===== src/rtl/pht_update_scheduler_if.sv =====
// Port bundle for pht_update_scheduler: update request, fetch read probe, PHT write port and status.
// master = the environment side (backend/fetch), slave = the scheduler.
interface pht_update_scheduler_if #(
    parameter int IDX_W = 11,
    parameter int CNT_W = 6
) ();
    logic             updValid;
    logic [IDX_W-1:0] updIndex;
    logic [1:0]       updValue;
    logic             updReady;
    logic             rdValid;
    logic [IDX_W-1:0] rdIndex;
    logic             rdStall;
    logic             phtWE;
    logic [IDX_W-1:0] phtWA;
    logic [1:0]       phtWV;
    logic             initBusy;
    logic [CNT_W-1:0] queueCount;

    modport master (
        output updValid, updIndex, updValue, rdValid, rdIndex,
        input  updReady, rdStall, phtWE, phtWA, phtWV, initBusy, queueCount
    );

    modport slave (
        input  updValid, updIndex, updValue, rdValid, rdIndex,
        output updReady, rdStall, phtWE, phtWA, phtWV, initBusy, queueCount
    );
endinterface


===== src/rtl/pht_update_scheduler.sv =====
// Write-side PHT controller: post-reset counter init, update FIFO, bank-conflict-aware drain.
// Optional macro RSD_PHT_SCHED_STARVE_GUARD_EN forces a write (stalling fetch) after STARVE_LIMIT blocked cycles.
module pht_update_scheduler #(
    parameter int unsigned PHT_ENTRY_NUM = 2048,
    parameter int unsigned QUEUE_DEPTH   = 32,
    parameter int unsigned BANK_NUM      = 2,
    parameter logic [1:0]  INIT_VALUE    = 2'b01,
    parameter int unsigned STARVE_LIMIT  = 4
) (
    input logic                   clk,
    input logic                   rst_n,
    pht_update_scheduler_if.slave bus
);
    localparam int IDX_W     = $clog2(PHT_ENTRY_NUM);
    localparam int PTR_W     = $clog2(QUEUE_DEPTH);
    localparam int CNT_W     = PTR_W + 1;
    localparam int BANK_BITS = $clog2(BANK_NUM);
    localparam logic [CNT_W-1:0] FULL_COUNT = CNT_W'(QUEUE_DEPTH);
    localparam logic [IDX_W-1:0] LAST_INDEX = IDX_W'(PHT_ENTRY_NUM - 1);

    typedef enum logic {ST_INIT, ST_RUN} state_e;

    state_e           state_q, state_d;
    logic [IDX_W-1:0] init_ptr_q, init_ptr_d;
    logic [PTR_W-1:0] head_q, head_d;
    logic [PTR_W-1:0] tail_q, tail_d;
    logic [CNT_W-1:0] count_q, count_d;
    logic             upd_ready_q, upd_ready_d;

    logic [IDX_W-1:0] idx_mem [QUEUE_DEPTH];
    logic [1:0]       val_mem [QUEUE_DEPTH];

    logic [IDX_W-1:0] head_idx;
    logic [1:0]       head_val;
    logic             bank_match;
    logic             conflict;
    logic             non_empty;
    logic             force_wr;
    logic             drain_we;
    logic             enq;
    logic             deq;

    assign head_idx  = idx_mem[head_q];
    assign head_val  = val_mem[head_q];
    assign non_empty = (count_q != '0);

    // With a single bank every fetch read collides with the write port.
    generate
        if (BANK_BITS == 0) begin : g_single_bank
            assign bank_match = 1'b1;
        end else begin : g_multi_bank
            assign bank_match = (head_idx[BANK_BITS-1:0] == bus.rdIndex[BANK_BITS-1:0]);
        end
    endgenerate

    assign conflict = bus.rdValid && bank_match;
    assign drain_we = (state_q == ST_RUN) && non_empty && (!conflict || force_wr);
    assign deq      = drain_we;
    assign enq      = (state_q == ST_RUN) && bus.updValid && upd_ready_q;

`ifdef RSD_PHT_SCHED_STARVE_GUARD_EN
    localparam int SW = $clog2(STARVE_LIMIT + 1);
    logic [SW-1:0] starve_q, starve_d;

    assign force_wr = (state_q == ST_RUN) && non_empty && conflict &&
                      (starve_q == SW'(STARVE_LIMIT));

    always_comb begin
        starve_d = starve_q;
        if ((state_q != ST_RUN) || !non_empty || drain_we) begin
            starve_d = '0;
        end else if (conflict) begin
            starve_d = starve_q + SW'(1);
        end
    end

    always_ff @(posedge clk or negedge rst_n) begin
        if (!rst_n) begin
            starve_q <= '0;
        end else begin
            starve_q <= starve_d;
        end
    end

    assign bus.rdStall = force_wr;
`else
    logic unused_starve_limit;
    assign unused_starve_limit = (STARVE_LIMIT == 0);
    assign force_wr    = 1'b0;
    assign bus.rdStall = 1'b0;
`endif

    assign bus.phtWE      = (state_q == ST_INIT) || drain_we;
    assign bus.phtWA      = (state_q == ST_INIT) ? init_ptr_q : head_idx;
    assign bus.phtWV      = (state_q == ST_INIT) ? INIT_VALUE : head_val;
    assign bus.initBusy   = (state_q == ST_INIT);
    assign bus.updReady   = upd_ready_q;
    assign bus.queueCount = count_q;

    always_comb begin
        state_d    = state_q;
        init_ptr_d = init_ptr_q;
        head_d     = head_q + PTR_W'(deq);
        tail_d     = tail_q + PTR_W'(enq);
        count_d    = count_q;

        if (state_q == ST_INIT) begin
            init_ptr_d = init_ptr_q + IDX_W'(1);
            if (init_ptr_q == LAST_INDEX) begin
                state_d    = ST_RUN;
                init_ptr_d = '0;
            end
        end

        case ({enq, deq})
            2'b10:   count_d = count_q + CNT_W'(1);
            2'b01:   count_d = count_q - CNT_W'(1);
            default: count_d = count_q;
        endcase

        // Ready is registered, so it is derived from next-cycle occupancy.
        upd_ready_d = (state_d == ST_RUN) && (count_d != FULL_COUNT);
    end

    always_ff @(posedge clk or negedge rst_n) begin
        if (!rst_n) begin
            state_q     <= ST_INIT;
            init_ptr_q  <= '0;
            head_q      <= '0;
            tail_q      <= '0;
            count_q     <= '0;
            upd_ready_q <= 1'b0;
        end else begin
            state_q     <= state_d;
            init_ptr_q  <= init_ptr_d;
            head_q      <= head_d;
            tail_q      <= tail_d;
            count_q     <= count_d;
            upd_ready_q <= upd_ready_d;
        end
    end

    always_ff @(posedge clk) begin
        if (enq) begin
            idx_mem[tail_q] <= bus.updIndex;
            val_mem[tail_q] <= bus.updValue;
        end
    end
endmodule

===== src/flat_wrapper.sv =====
// flat-port wrapper written by rule: the top's interface ports become plain ports
module pht_update_scheduler_flat 
#(
    parameter int unsigned PHT_ENTRY_NUM = 2048,
    parameter int unsigned QUEUE_DEPTH   = 32,
    parameter int unsigned BANK_NUM      = 2,
    parameter logic [1:0]  INIT_VALUE    = 2'b01,
    parameter int unsigned STARVE_LIMIT  = 4
)
  (clk, rst_n, bus_updValid, bus_updIndex, bus_updValue, bus_rdValid, bus_rdIndex, bus_updReady, bus_rdStall, bus_phtWE, bus_phtWA, bus_phtWV, bus_initBusy, bus_queueCount);
  pht_update_scheduler_if bus_i ();
  input logic clk;
  input logic rst_n;
  input wire logic [$bits(bus_i.updValid)-1:0] bus_updValid;
  input wire logic [$bits(bus_i.updIndex)-1:0] bus_updIndex;
  input wire logic [$bits(bus_i.updValue)-1:0] bus_updValue;
  input wire logic [$bits(bus_i.rdValid)-1:0] bus_rdValid;
  input wire logic [$bits(bus_i.rdIndex)-1:0] bus_rdIndex;
  output wire logic [$bits(bus_i.updReady)-1:0] bus_updReady;
  output wire logic [$bits(bus_i.rdStall)-1:0] bus_rdStall;
  output wire logic [$bits(bus_i.phtWE)-1:0] bus_phtWE;
  output wire logic [$bits(bus_i.phtWA)-1:0] bus_phtWA;
  output wire logic [$bits(bus_i.phtWV)-1:0] bus_phtWV;
  output wire logic [$bits(bus_i.initBusy)-1:0] bus_initBusy;
  output wire logic [$bits(bus_i.queueCount)-1:0] bus_queueCount;
  assign bus_i.updValid = bus_updValid;
  assign bus_i.updIndex = bus_updIndex;
  assign bus_i.updValue = bus_updValue;
  assign bus_i.rdValid = bus_rdValid;
  assign bus_i.rdIndex = bus_rdIndex;
  assign bus_updReady = bus_i.updReady;
  assign bus_rdStall = bus_i.rdStall;
  assign bus_phtWE = bus_i.phtWE;
  assign bus_phtWA = bus_i.phtWA;
  assign bus_phtWV = bus_i.phtWV;
  assign bus_initBusy = bus_i.initBusy;
  assign bus_queueCount = bus_i.queueCount;
  pht_update_scheduler #(.PHT_ENTRY_NUM(PHT_ENTRY_NUM), .QUEUE_DEPTH(QUEUE_DEPTH), .BANK_NUM(BANK_NUM), .INIT_VALUE(INIT_VALUE), .STARVE_LIMIT(STARVE_LIMIT)) u_core (.clk(clk), .rst_n(rst_n), .bus(bus_i));
endmodule

===== config.mk =====
export PLATFORM = sky130hd
export DESIGN_NAME = pht_update_scheduler_flat
export DESIGN_NICKNAME = d
export VERILOG_FILES = /design/src/rtl/pht_update_scheduler_if.sv /design/src/rtl/pht_update_scheduler.sv /design/src/flat_wrapper.sv
export SDC_FILE = /design/constraint.sdc
export NUM_CORES = 1
export LEC_CHECK = 0
export ABC_AREA = 1
export CAP_MARGIN = 20
export CELL_PAD_IN_SITES_DETAIL_PLACEMENT = 2
export CELL_PAD_IN_SITES_GLOBAL_PLACEMENT = 2
export CORE_MARGIN = 8
export CORE_UTILIZATION = 43
export CTS_CLUSTER_SIZE = 10
export DETAILED_ROUTE_END_ITERATION = 10
export PLACE_DENSITY = 0.78
export SETUP_SLACK_MARGIN = 0.1
export SKIP_LAST_GASP = 1
export SLEW_MARGIN = 10
export SYNTH_ARGS = -nofsm -noshare
export SYNTH_HDL_FRONTEND = slang
export SYNTH_SLANG_ARGS = --single-unit

===== constraint.sdc =====
create_clock -name clk -period 4.21 [get_ports clk]
set_input_delay 1.263 -clock clk [delete_from_list [all_inputs] [get_ports clk]]
set_output_delay 1.263 -clock clk [all_outputs]
set_load 0.005 [all_outputs]

==> results of run 1 <==
## Yosys cell counts, types with 2 or more instances
library cell / n
edfxtp_1: 416
nor2_1: 300
nand2_1: 178
o21ai_0: 156
nand3_1: 83
inv_1: 48
o21ai_1: 47
o211ai_1: 44
o22ai_1: 43
clkbuf_1: 31
dfrtp_1: 29
buf_2: 27
nand4_1: 14
buf_4: 13
buf_6: 13
xor2_1: 12
ha_1: 8
o211ai_2: 7
a21oi_1: 6
nand3b_1: 5
xnor2_1: 5
clkinv_1: 4
buf_1: 3
inv_2: 2
nor3_1: 2
## power breakdown
part	total (mW)	internal, mW	switching (mW)	leakage (nW)
sequential	4.83	4.83	0	4.10
combinational	0.121	0.0232	0.0973	2.96
clock	4.23	2.36	1.87	0.717
## timing repair
action / in CTS / in global routing
resized for setup: 105 / 71
hold buffers: 0 / 0
pin swaps: 44 / 53
endpoints found under the setup margin: 15 / 16
buffers inserted: 20 / 6
cloned: 9 / 1
## area by class of cell
| cell class | instances | area (um2) |
|---|---|---|
| Antenna cell | 1 | 2.50 |
| Clock buffer | 84 | 1470 |
| Clock inverter | 3 | 13.8 |
| Fill cell | 3977 | 20000 |
| Inverter | 55 | 236 |
| Multi-Input combinational cell | 919 | 4680 |
| Sequential cell | 445 | 13200 |
| Tap cell | 539 | 674 |
| Timing Repair Buffer | 165 | 1760 |
| Timing Repair inverter | 1 | 8.76 |
## sequential cells by signal (all words and copies together), names as in the netlist
| register | count |
|---|---|
| u_core.bus.queueCount | 6 |
| u_core.idx_mem | 352 |
| u_core.val_mem | 64 |
| u_core.head_q | 5 |
| u_core.init_ptr_q | 11 |
| u_core.tail_q | 5 |
| u_core.state_q | 1 |
| u_core.bus.updReady | 1 |
## worst paths after layout
| path | startpoint | endpoint | slack (ps) | depth (start not counted) |
|---|---|---|---|---|
| worst max-delay path | u_core.head_q[0] | bus_phtWV[1] | -30 | 12 |
| worst min-delay path | u_core.init_ptr_q[10] | u_core.init_ptr_q[10] | 570 | 2 |
| worst max register to register | u_core.head_q[0] | u_core.bus.updReady | 120 | 24 |
| worst min register to register | u_core.init_ptr_q[10] | u_core.init_ptr_q[10] | 570 | 2 |
| max in group asynchronous | rst_n | u_core.init_ptr_q[10] | 2190 | 2 |
| min in group asynchronous | rst_n | u_core.bus.queueCount[5] | 1230 | 1 |
## metrics by stage
stage / TNS [ps] / std cells / total power [mW] / util
2_1_floorplan: 0 / 1508 / 4.93 / -
3_3_place_gp: 0 / 2090 / 5.03 / 0.469
3_5_place_dp: -59.1 / 2090 / 5.04 / 0.469
4_1_cts: -37.4 / 2205 / 9.09 / 0.520
5_1_grt: -115 / 2211 / 9.34 / 0.525
6_report: -28.7 / 2212 / 9.19 / 0.525
## per-layer routing
layer | part of all wire | wire (um)
met3 | 0.064 | 4810
met5 | 0 | 0
met2 | 0.51 | 38100
met1 | 0.38 | 28000
met4 | 0.049 | 3680
## cell families after synthesis
kind of cell / Yosys count / share of synthesized area
simple gates: 584 / 0.129
flops: 445 / 0.721
compound gates: 309 / 0.0969
buf+inv: 144 / 0.0401
xor+xnor: 17 / 0.00812
fa+ha+maj: 8 / 0.00546
other cells: 1 / 0.000204
## critical path: cells and delay by family, from the launching register on
kind                   cells  cell delay [ps]
buffers and inverters      6              850
AO/OA/AOI/OAI              2              530
AND/OR/NAND/NOR            4              520
flip-flops                 1              470
==> results.cfg, run 1 <==
[routing]
drt-initial-drc-count = 1130
vias = 13700
drcViolationCount = 0
avgRoutedWirePerCell_um = 33.7
drt-pass1-iter-count = 5
drt_wl_total_mm = 74.6
antenna_left = 0
vias_per_cell = 6.20

[critical_path]
cp_max_fo = 7
cpPeakStageDelay_ps = 470
cp_common_cell = nor2_1
crit_slowest_cell = dfrtp_4
critPathCaptureType = output pin
worstPathArrival_ps = 2980
crit_chain = buf_12 > buf_16 > buf_16 > buf_4 > buf_4 > nor2_1 > nor2_1 > o21ai_0 > a31oi_1 > nor2_1 > nor2_1 > clkbuf_2
path_class = reg -> out
start_kind = flip-flop
required_ps = 2950

[worst_hold_path]
hold_path.class = reg -> reg

[power_and_ir_drop]
ir_drop_mv = 0.624
p_leak_nw = 7.78
powerDensity_mw_per_mm2 = 416

[clock_network]
cts_buffers = 51
cts_sinks = 445
ctsHtreeMaxLevel = 2
clock_latency_ps = 590
cts_root_buf = clkbuf_16
clk_pin_slew_ps = 70
cts_tree = built
clk_path_buf_depth = 3

[die]
io_pins = 51
start_util = 0.436
coreArea_mm2 = 0.0420
rows = 75
die_h_um = 223
die_x_um = 223
dieArea_mm2 = 0.0495

[global_routing]
grt_pass1_vias = 15000
grtUsageMet2 = 0.509
grt_max_degree = 60
top_usage_layer = met2
antenna_found_initial = 1
grt_pass1_wl_mm = 105
gr-total-overflow = 0
met1_usage = 0.346
grtUsageMet3 = 0.0395
grt_usage = 0.287

[placement]
place.gp.congestion = 0.785
place_area_mm2 = 0.0197
dp_slack_ps = -59.1
io_buffers = 39
hpwl_mm = 37.4

[yosys]
yosysWarnings = 0
synth_top_cell_by_area = edfxtp_1
synth_area_leaders = edfxtp_1, nor2_1, o21ai_0, dfrtp_1, nand2_1
synth_nets = 1544
synthFlopType = edfxtp_1
synthArstFlopShare = 0.0652
synth_edf_count = 416
synth_cells = 1508
synth_top_area_share = 0.681
ys_ff_latch = 445
yosysSeqAreaShare = 0.721
synthDistinctLibCells = 37
syn_area_mm2 = 0.0183
synth.avg_cell_area_um2 = 12.2

[cells_and_area]
stdcell_area_mm2 = 0.0221
layout-drive-gt1-share = 0.164
nets = 1674
final_cell_mix = edfxtp_1, nor2_1, nand2_1, o21ai_0, buf_4
final_common_cell = edfxtp_1
area_delta_synth_final_pct = 20.3

[timing]
grt_setup_unrepaired = true
hold_viol = 0
maxSlewViolCount = 0
clock_skew_ps = 25.2
finalSetupViolations = 1
worst_pin_slew_ps = 1030
max_freq_ghz = 0.236
timing.hold.ws_ps = 569
min_period_over_period = 1.01
fin_ws_ps = -28.7
slew_headroom = 0.314
period_needed_ps = 4240

[status]
violations = negative setup slack
status = complete, but fails checks

[run]
cap_violations = 0
Note: power is estimated with default switching activity, not from simulation.
==> run 2: changes to the inputs <==
- ABC_AREA: 1 -> unset
- CORE_UTILIZATION: 43 -> 49
==> run 2 against run 1 <==
  * The run still ends with negative setup slack left
  * Routed wire length decreased by 19%
  * Synthesized cell count decreased by 46%
  * Power grew 0.26%
  * Via count decreased by 28%
  * Clock power down 5.2%
  * Sequential share of layout area rose by 2.6 points
  * Non-clock buffer count fell by 15
  * Core utilization up 7.2 points
  * First-iteration DRC count is 6.5% lower
  * Worst setup slack got worse by 260 ps
  * Largest cell class unchanged
  * Largest power group unchanged
  * Highest routed layer unchanged
==> results.cfg, run 2 <==
[status]
status = complete, but fails checks
violations = negative setup slack

[cells_and_area]
fillers = 2742
multi_input_area_mm2 = 0.00434
final_cells = 1465
final_common_cell = edfxtp_1
area_delta_synth_final_pct = 20.4
utilization = 0.597
largest_register = u_core.idx_mem
final_cell_mix = edfxtp_1, mux4_2, buf_4, clkbuf_16, nor2_1
nets = 1015
reg_top3 = u_core.idx_mem x352, u_core.val_mem x64, u_core.init_ptr_q x11
largest_reg_flops = 352
stdcell_area_mm2 = 0.0212
layout-drive-gt1-share = 0.350
register_area_mm2 = 0.0132

[critical_path]
worst-path-buf-inv = 3
required_ps = 2950
critPathCaptureType = output pin
cp-startpoint = u_core.head_q[0]
worstPathArrival_ps = 3230
worst_r2r_startpoint = u_core.head_q[0]
start_kind = flip-flop
cp_max_fo = 6
cpPeakStageDelay_ps = 570
crit_slowest_cell = mux4_2
crit_family = compound AO/OA/AOI/OAI gates
path_class = reg -> out
crit_chain = buf_4 > buf_12 > mux4_2 > a22o_4 > nor4b_4 > nor3_2 > o31ai_1 > buf_2

[global_routing]
grt_usage = 0.283
gr-total-overflow = 0
grt_max_degree = 33
grtUsageMet2 = 0.467
antenna_found_initial = 1
met1_usage = 0.384
grtUsageMet3 = 0.0389
grt_pass1_vias = 10300
grt_pass1_wl_mm = 83.5
top_usage_layer = met2

[placement]
dp.cells = 1342
io_buffers = 39
place_area_mm2 = 0.0189
dp_slack_ps = -541
hpwl_mm = 32.0
place.gp.congestion = 0.836

[clock_network]
cts_sinks = 445
cts_tree = built
clk_path_buf_depth = 3
ctsHtreeMaxLevel = 2
clock_latency_ps = 580
cts_root_buf = clkbuf_16
clk_pin_slew_ps = 60
cts_buffers = 51

[timing]
worst_pin_slew_ps = 1020
min_period_over_period = 1.07
finalSetupViolations = 16
max_freq_ghz = 0.222
hold_viol = 0
slew_headroom = 0.319
clock_skew_ps = 32.7
grt_setup_unrepaired = true
fin_ws_ps = -286
timing.hold.ws_ps = 563
maxSlewViolCount = 0
setup_tns_ps = -3510
period_needed_ps = 4500

[power_and_ir_drop]
power_frac_comb = 0.038
p_leak_nw = 7.01
clockPowerShare = 0.436
p_int_mw = 7.22
total_power_mw = 9.21
netSwitchingPower_mw = 1.99
switching_share = 0.216
powerDensity_mw_per_mm2 = 435
ir_drop_mv = 0.333
seqPwrFrac = 0.527

[yosys]
synth_top_cell_by_area = edfxtp_1
synth_area_leaders = edfxtp_1, mux4_2, dfrtp_1, mux2i_1, nor2_1
ys_ff_latch = 445
yosysSeqAreaShare = 0.752
synth_most_common_cell = edfxtp_1
syn_area_mm2 = 0.0176
synth.top_cells.by_count = edfxtp_1, mux4_2, nor2_1
synthFlopType = edfxtp_1
synthArstFlopShare = 0.0652
synthDistinctLibCells = 51
synth_cells = 819
yosysWarnings = 0
synth_top_area_share = 0.710
synth_edf_count = 416
synth.avg_cell_area_um2 = 21.5
synth_nets = 855

[die]
start_util = 0.496
dieArea_mm2 = 0.0422
rows = 69
die_x_um = 205
coreArea_mm2 = 0.0355
die_h_um = 205
io_pins = 51

[worst_hold_path]
min_from = u_core.bus.queueCount[5]
hold_path.class = reg -> reg

[routing]
vias = 9828
avgRoutedWirePerCell_um = 41.1
drt-pass1-iter-count = 5
vias_per_cell = 6.71
drt-initial-drc-count = 1057
drcViolationCount = 0
antenna_left = 0
drt_wl_total_mm = 60.2

[run]
cap_violations = 0
==> run 2: cell count changes in the layout (fill, tap and decap cells not counted), moves of 12 or more <==
cell	delta
nand3_1	-43
mux4_2	+125
o21ai_1	-56
nor2_1	-236
buf_2	+12
buf_4	-13
o211ai_1	-44
nand3_2	-27
mux2i_1	+13
nand2_1	-157
o22ai_1	-42
inv_1	-39
o21ai_0	-135
==> run 2: timing repair <==
item | 4_1_cts | 5_1_grt
gates resized for setup | 96 | 21
setup endpoints to repair | 18 | 19
pin swaps | 6 | 6
buffers inserted | 15 | 15
cloned | 8 | 1
hold buffers | 0 | 0
==> run 2: cell families (layout without fill, tap and decap cells) <==
group           after synthesis  in the layout  synth area share
compound gates               37             37            0.0140
xor+xnor                     19             19           0.00946
fa+ha+maj                     8              8           0.00569
buf+inv                      52            236            0.0154
flops                       445            445             0.752
mux                         146            146             0.172
other cells                   1              2          0.000213
simple gates                111            111            0.0314
==> run 2: worst reg2reg max path, cell delays in order (launching register included) <==
cell     delay (ps)
dfrtp_4         520
buf_4           160
buf_12          110
mux4_2          580
a22o_4          310
nor4b_4         300
buf_4           190
o211a_4         170
nor4_1           50
buf_4           180
ha_4            170
xor2_2          180
ha_2            220
a21oi_2         180
xnor2_2         100
nor3b_2         190
nor4_2          420
a41oi_1         160
==> run 2: area by class of cell <==
type,instances,area share
Clock inverter,5,0.00183
Tap cell,461,0.0272
Timing Repair Buffer,150,0.0756
Sequential cell,445,0.625
Clock buffer,72,0.0640
Antenna cell,1,0.000118
Inverter,9,0.00160
Multi-Input combinational cell,322,0.205
==> run 2: layer usage <==
layer  wire, um  vias to the layer above
li1           -                     3705
met1      24000                     5473
met2      30000                      550
met3       4020                      100
met4       2140                        0
met5          0                        -
==> run 2: worst paths after layout <==
| kind | endpoint | slack, ps | cells past startpoint |
|---|---|---|---|
| max in group asynchronous | u_core.init_ptr_q[10] | 2180 | 2 |
| min in group asynchronous | u_core.head_q[1] | 1180 | 1 |
| hold reg to reg | u_core.bus.queueCount[5] | 560 | 1 |
| hold / removal | u_core.bus.queueCount[5] | 560 | 1 |
| setup / recovery | bus_phtWE | -290 | 8 |
| setup reg to reg | u_core.bus.updReady | -140 | 17 |
==> run 2: power by group through the flow <==
stage / clock [mW] / sequential [mW] / combinational (mW)
floorplan: 0 / 4.94 / 0.118
global placement: 0 / 4.94 / 0.220
detailed placement: 0 / 4.94 / 0.244
CTS: 3.99 / 4.86 / 0.307
global route: 4.18 / 4.85 / 0.362
finish: 4.01 / 4.85 / 0.347
==> edit: new RTL, config.mk and constraints of run 2 <==
`BANK_NUM` is set to 2 in 2 places; all go to 1.
--- a/src/rtl/pht_update_scheduler.sv
+++ b/src/rtl/pht_update_scheduler.sv
@@ -3,7 +3,7 @@
 module pht_update_scheduler #(
     parameter int unsigned PHT_ENTRY_NUM = 2048,
     parameter int unsigned QUEUE_DEPTH   = 32,
-    parameter int unsigned BANK_NUM      = 2,
+    parameter int unsigned BANK_NUM      = 1,
     parameter logic [1:0]  INIT_VALUE    = 2'b01,
     parameter int unsigned STARVE_LIMIT  = 4
 ) (
--- a/src/flat_wrapper.sv
+++ b/src/flat_wrapper.sv
@@ -3,7 +3,7 @@
 #(
     parameter int unsigned PHT_ENTRY_NUM = 2048,
     parameter int unsigned QUEUE_DEPTH   = 32,
-    parameter int unsigned BANK_NUM      = 2,
+    parameter int unsigned BANK_NUM      = 1,
     parameter logic [1:0]  INIT_VALUE    = 2'b01,
     parameter int unsigned STARVE_LIMIT  = 4
 )
Function: same outputs for any inputs over 10 cycles, from zero or initial values and one cycle with rst_n low; that may be too few to reach the edited logic, so the function may still have changed.
==> edit against run 2 <==
  * The flow still finishes with violations (negative setup slack)
  * Die area about the same
  * Cell count up 4.5%
  * Cell area up 1.1%
  * Via count up 4.3%
  * Synthesized area about the same
  * Critical path type unchanged
  * Worst setup slack better by 0.079 ns
  * Wire length up 6.8%
  * Total power up 2.6%
  * Clock power up 5.7%
  * Sequential cell count unchanged
==> edit: results (changes against run 2) <==
- The worst setup timing slack at the placement stage is 0.0346 ns (+0.576 ns).
- The maximum vdd drop is 0.316 mV (-5.1%).
- The sequential area share after synthesis came to 0.752 (about the same).
- The number of nets at the end of the flow was 1064 (+4.8%).
- The mean post-synth cell area is 20.7 um2 (-3.5%).
- The worst clock skew on the final layout is 0.0406 ns (+0.00793 ns).
- For hold timing, the worst endpoint is u_core.init_ptr_q[10].
- The endpoint of the lowest-slack register-to-register path is u_core.bus.updReady.
- The first-pass GRT wire length is 86500 um (+3.7%).
- The final reports fail on negative setup slack.
- The number of antenna cells inserted is 0 (-1).
- The largest registers in the layout are u_core.idx_mem: 352 flops, u_core.val_mem: 64 flops, u_core.init_ptr_q: 11 flops.
- The worst setup slack for register-to-register paths is 0.30 ns (+0.44 ns).
- The via count of the first global-routing pass is 10607 (+2.8%).
- The arrival time at the worst endpoint is 3.15 ns (-0.08 ns).
- The length in cells of the worst reg-to-reg path was 12 (-5).
- The leakage dissipation was 7.10 nW (+1.2%).
- The starting DRC count in detailed routing is 1169 (+11%).
- The delay of the slowest cell on the worst path was 0.53 ns (-0.04 ns).
- The cell count after placement is 1382 (+3.0%).
- The sum of routed wire length over all layers was 64300 um (+6.8%).
- The total setup violations reported at the end of the flow was 13 (-3).
- The maximum fanout along the worst path is 8 (+2).
- The remaining max-slew budget at the tightest pin is 0.287 (-0.0316).
- The pin count of the biggest net entering global routing was 42 (+27%).
- The distinct cell type count after synthesis is 48 (-5.9%).
- The number of port buffers came to 38 (-2.6%).
- The startpoint of the worst register-to-register path is u_core.bus.queueCount[1].
- The flow ran to the end, but the final reports show violations.
- The synthesized net count came to 884 (+3.4%).
- The final estimated routing congestion in global placement is 0.804 (-3.8%).
- The routed length per placed instance is 42.0 um (+2.2%).
- After clock tree synthesis, the clock-pin slew on the worst setup and hold paths is 0.07 ns.
- The setup slack of the critical path after layout is -0.207 ns (+0.0792 ns).
- The post-DP HPWL is 32700 um (+2.2%).
- The filler cell count is 2793 (+1.9%).
- The startpoint of the worst hold path is u_core.init_ptr_q[10].
- The aggregate global-route resource usage is 0.296 (+0.0126).
- Sorting the synthesized cells by area gives the leading types as sky130_fd_sc_hd__edfxtp_1 (71%), sky130_fd_sc_hd__mux4_2 (14%), sky130_fd_sc_hd__dfrtp_1 (4.1%).
- The critical-path cell with the highest stage delay is sky130_fd_sc_hd__dfrtp_4.
- The number of enable flip-flop cells after synthesis is 416 (unchanged).
- The routed via count came to 10247 (+4.3%).
- The share of layout cells above drive strength 1 is 0.344 (-0.00602).
- The total negative slack for setup checks was -1.43 ns (+2.09 ns).
- Sorting the synthesized cells by how often they occur yields sky130_fd_sc_hd__edfxtp_1 (416), sky130_fd_sc_hd__mux4_2 (108), sky130_fd_sc_hd__nor2_1 (45).
[edit: cell types whose count changed in the layout (fill, tap and decap cells not counted), moves of 7 or more]
cell / before / now
sky130_fd_sc_hd__buf_6: 3 / 12
sky130_fd_sc_hd__nor3_1: 1 / 8
sky130_fd_sc_hd__mux2i_2: 3 / 10
sky130_fd_sc_hd__a221o_1: 0 / 8
sky130_fd_sc_hd__mux4_2: 125 / 108
sky130_fd_sc_hd__a211oi_2: 0 / 7
sky130_fd_sc_hd__buf_4: 75 / 101
sky130_fd_sc_hd__clkbuf_1: 21 / 41
[edit: worst max-delay path: cells and delay by family (launching register included)]
family	cells	cell delay [ns]
muxes	2	0.75
DFF	1	0.53
buffers and inverters	5	0.77
AOI/OAI and AO/OA	2	0.52
[edit: routing by layer]
metal  routed length (um)  GRT usage
met3                 4760     0.0390
met1                24500      0.390
met2                31900      0.496
met5                    0          0
met4                 3080      0.116
[edit: worst max-delay path by stage]
stage	slack (ns)	start	cells past startpoint	end
2_1_floorplan	0.93	bus_rdValid	10	u_core.bus.updReady
3_3_place_gp	0.18	u_core.head_q[0]	7	bus_phtWA[1]
3_5_place_dp	0.03	u_core.head_q[0]	8	bus_phtWA[3]
4_1_cts	-0.11	u_core.head_q[0]	9	bus_phtWA[9]
5_1_grt	-0.22	u_core.head_q[0]	9	bus_phtWA[9]
6_report	-0.21	u_core.head_q[0]	9	bus_phtWA[5]
[edit: area by class of cell]
class,count,area share
multi-input cells,351,0.204
clock buffers,94,0.0692
flip-flops and latches,445,0.618
repair buffers,174,0.0802
well taps,461,0.0270
inverters,5,0.000877
clock inverters,1,0.000409
[edit: what timing repair did]
action | in CTS | in global routing
gates cloned | 2 | 3
endpoints found under the setup margin | 13 | 13
buffers inserted | 32 | 16
hold buffers | 0 | 0
gates resized for setup | 97 | 34
pin swaps | 21 | 11
[edit: report_power, final]
group	switching (mW)	internal [mW]	leakage, nW
Sequential	0.0108	4.84	4.11
Clock	1.89	2.35	0.706
Combinational	0.195	0.167	2.28
Total	2.10	7.36	7.10
[edit: cells by family after synthesis]
family | count (synthesis) | share of synthesized area
other | 1 | 0.000213
xor gates and xnor gates | 20 | 0.00997
DFF | 445 | 0.752
muxes | 145 | 0.160
and+or+nand+nor | 116 | 0.0330
AOI/OAI and AO/OA | 61 | 0.0243
adders and majority gates | 8 | 0.00569
buffers and inverters | 52 | 0.0149
[edit: per-stage QoR]
stage / utilization / hold slack, ns / area [um2]
5_1_grt: 0.603 / 0.605 / 21400
6_report: 0.603 / 0.587 / 21400
4_1_cts: 0.593 / 0.515 / 21000
3_3_place_gp: 0.536 / 0.484 / 19000
3_5_place_dp: 0.536 / 0.488 / 19000
2_1_floorplan: - / 0.452 / 17600
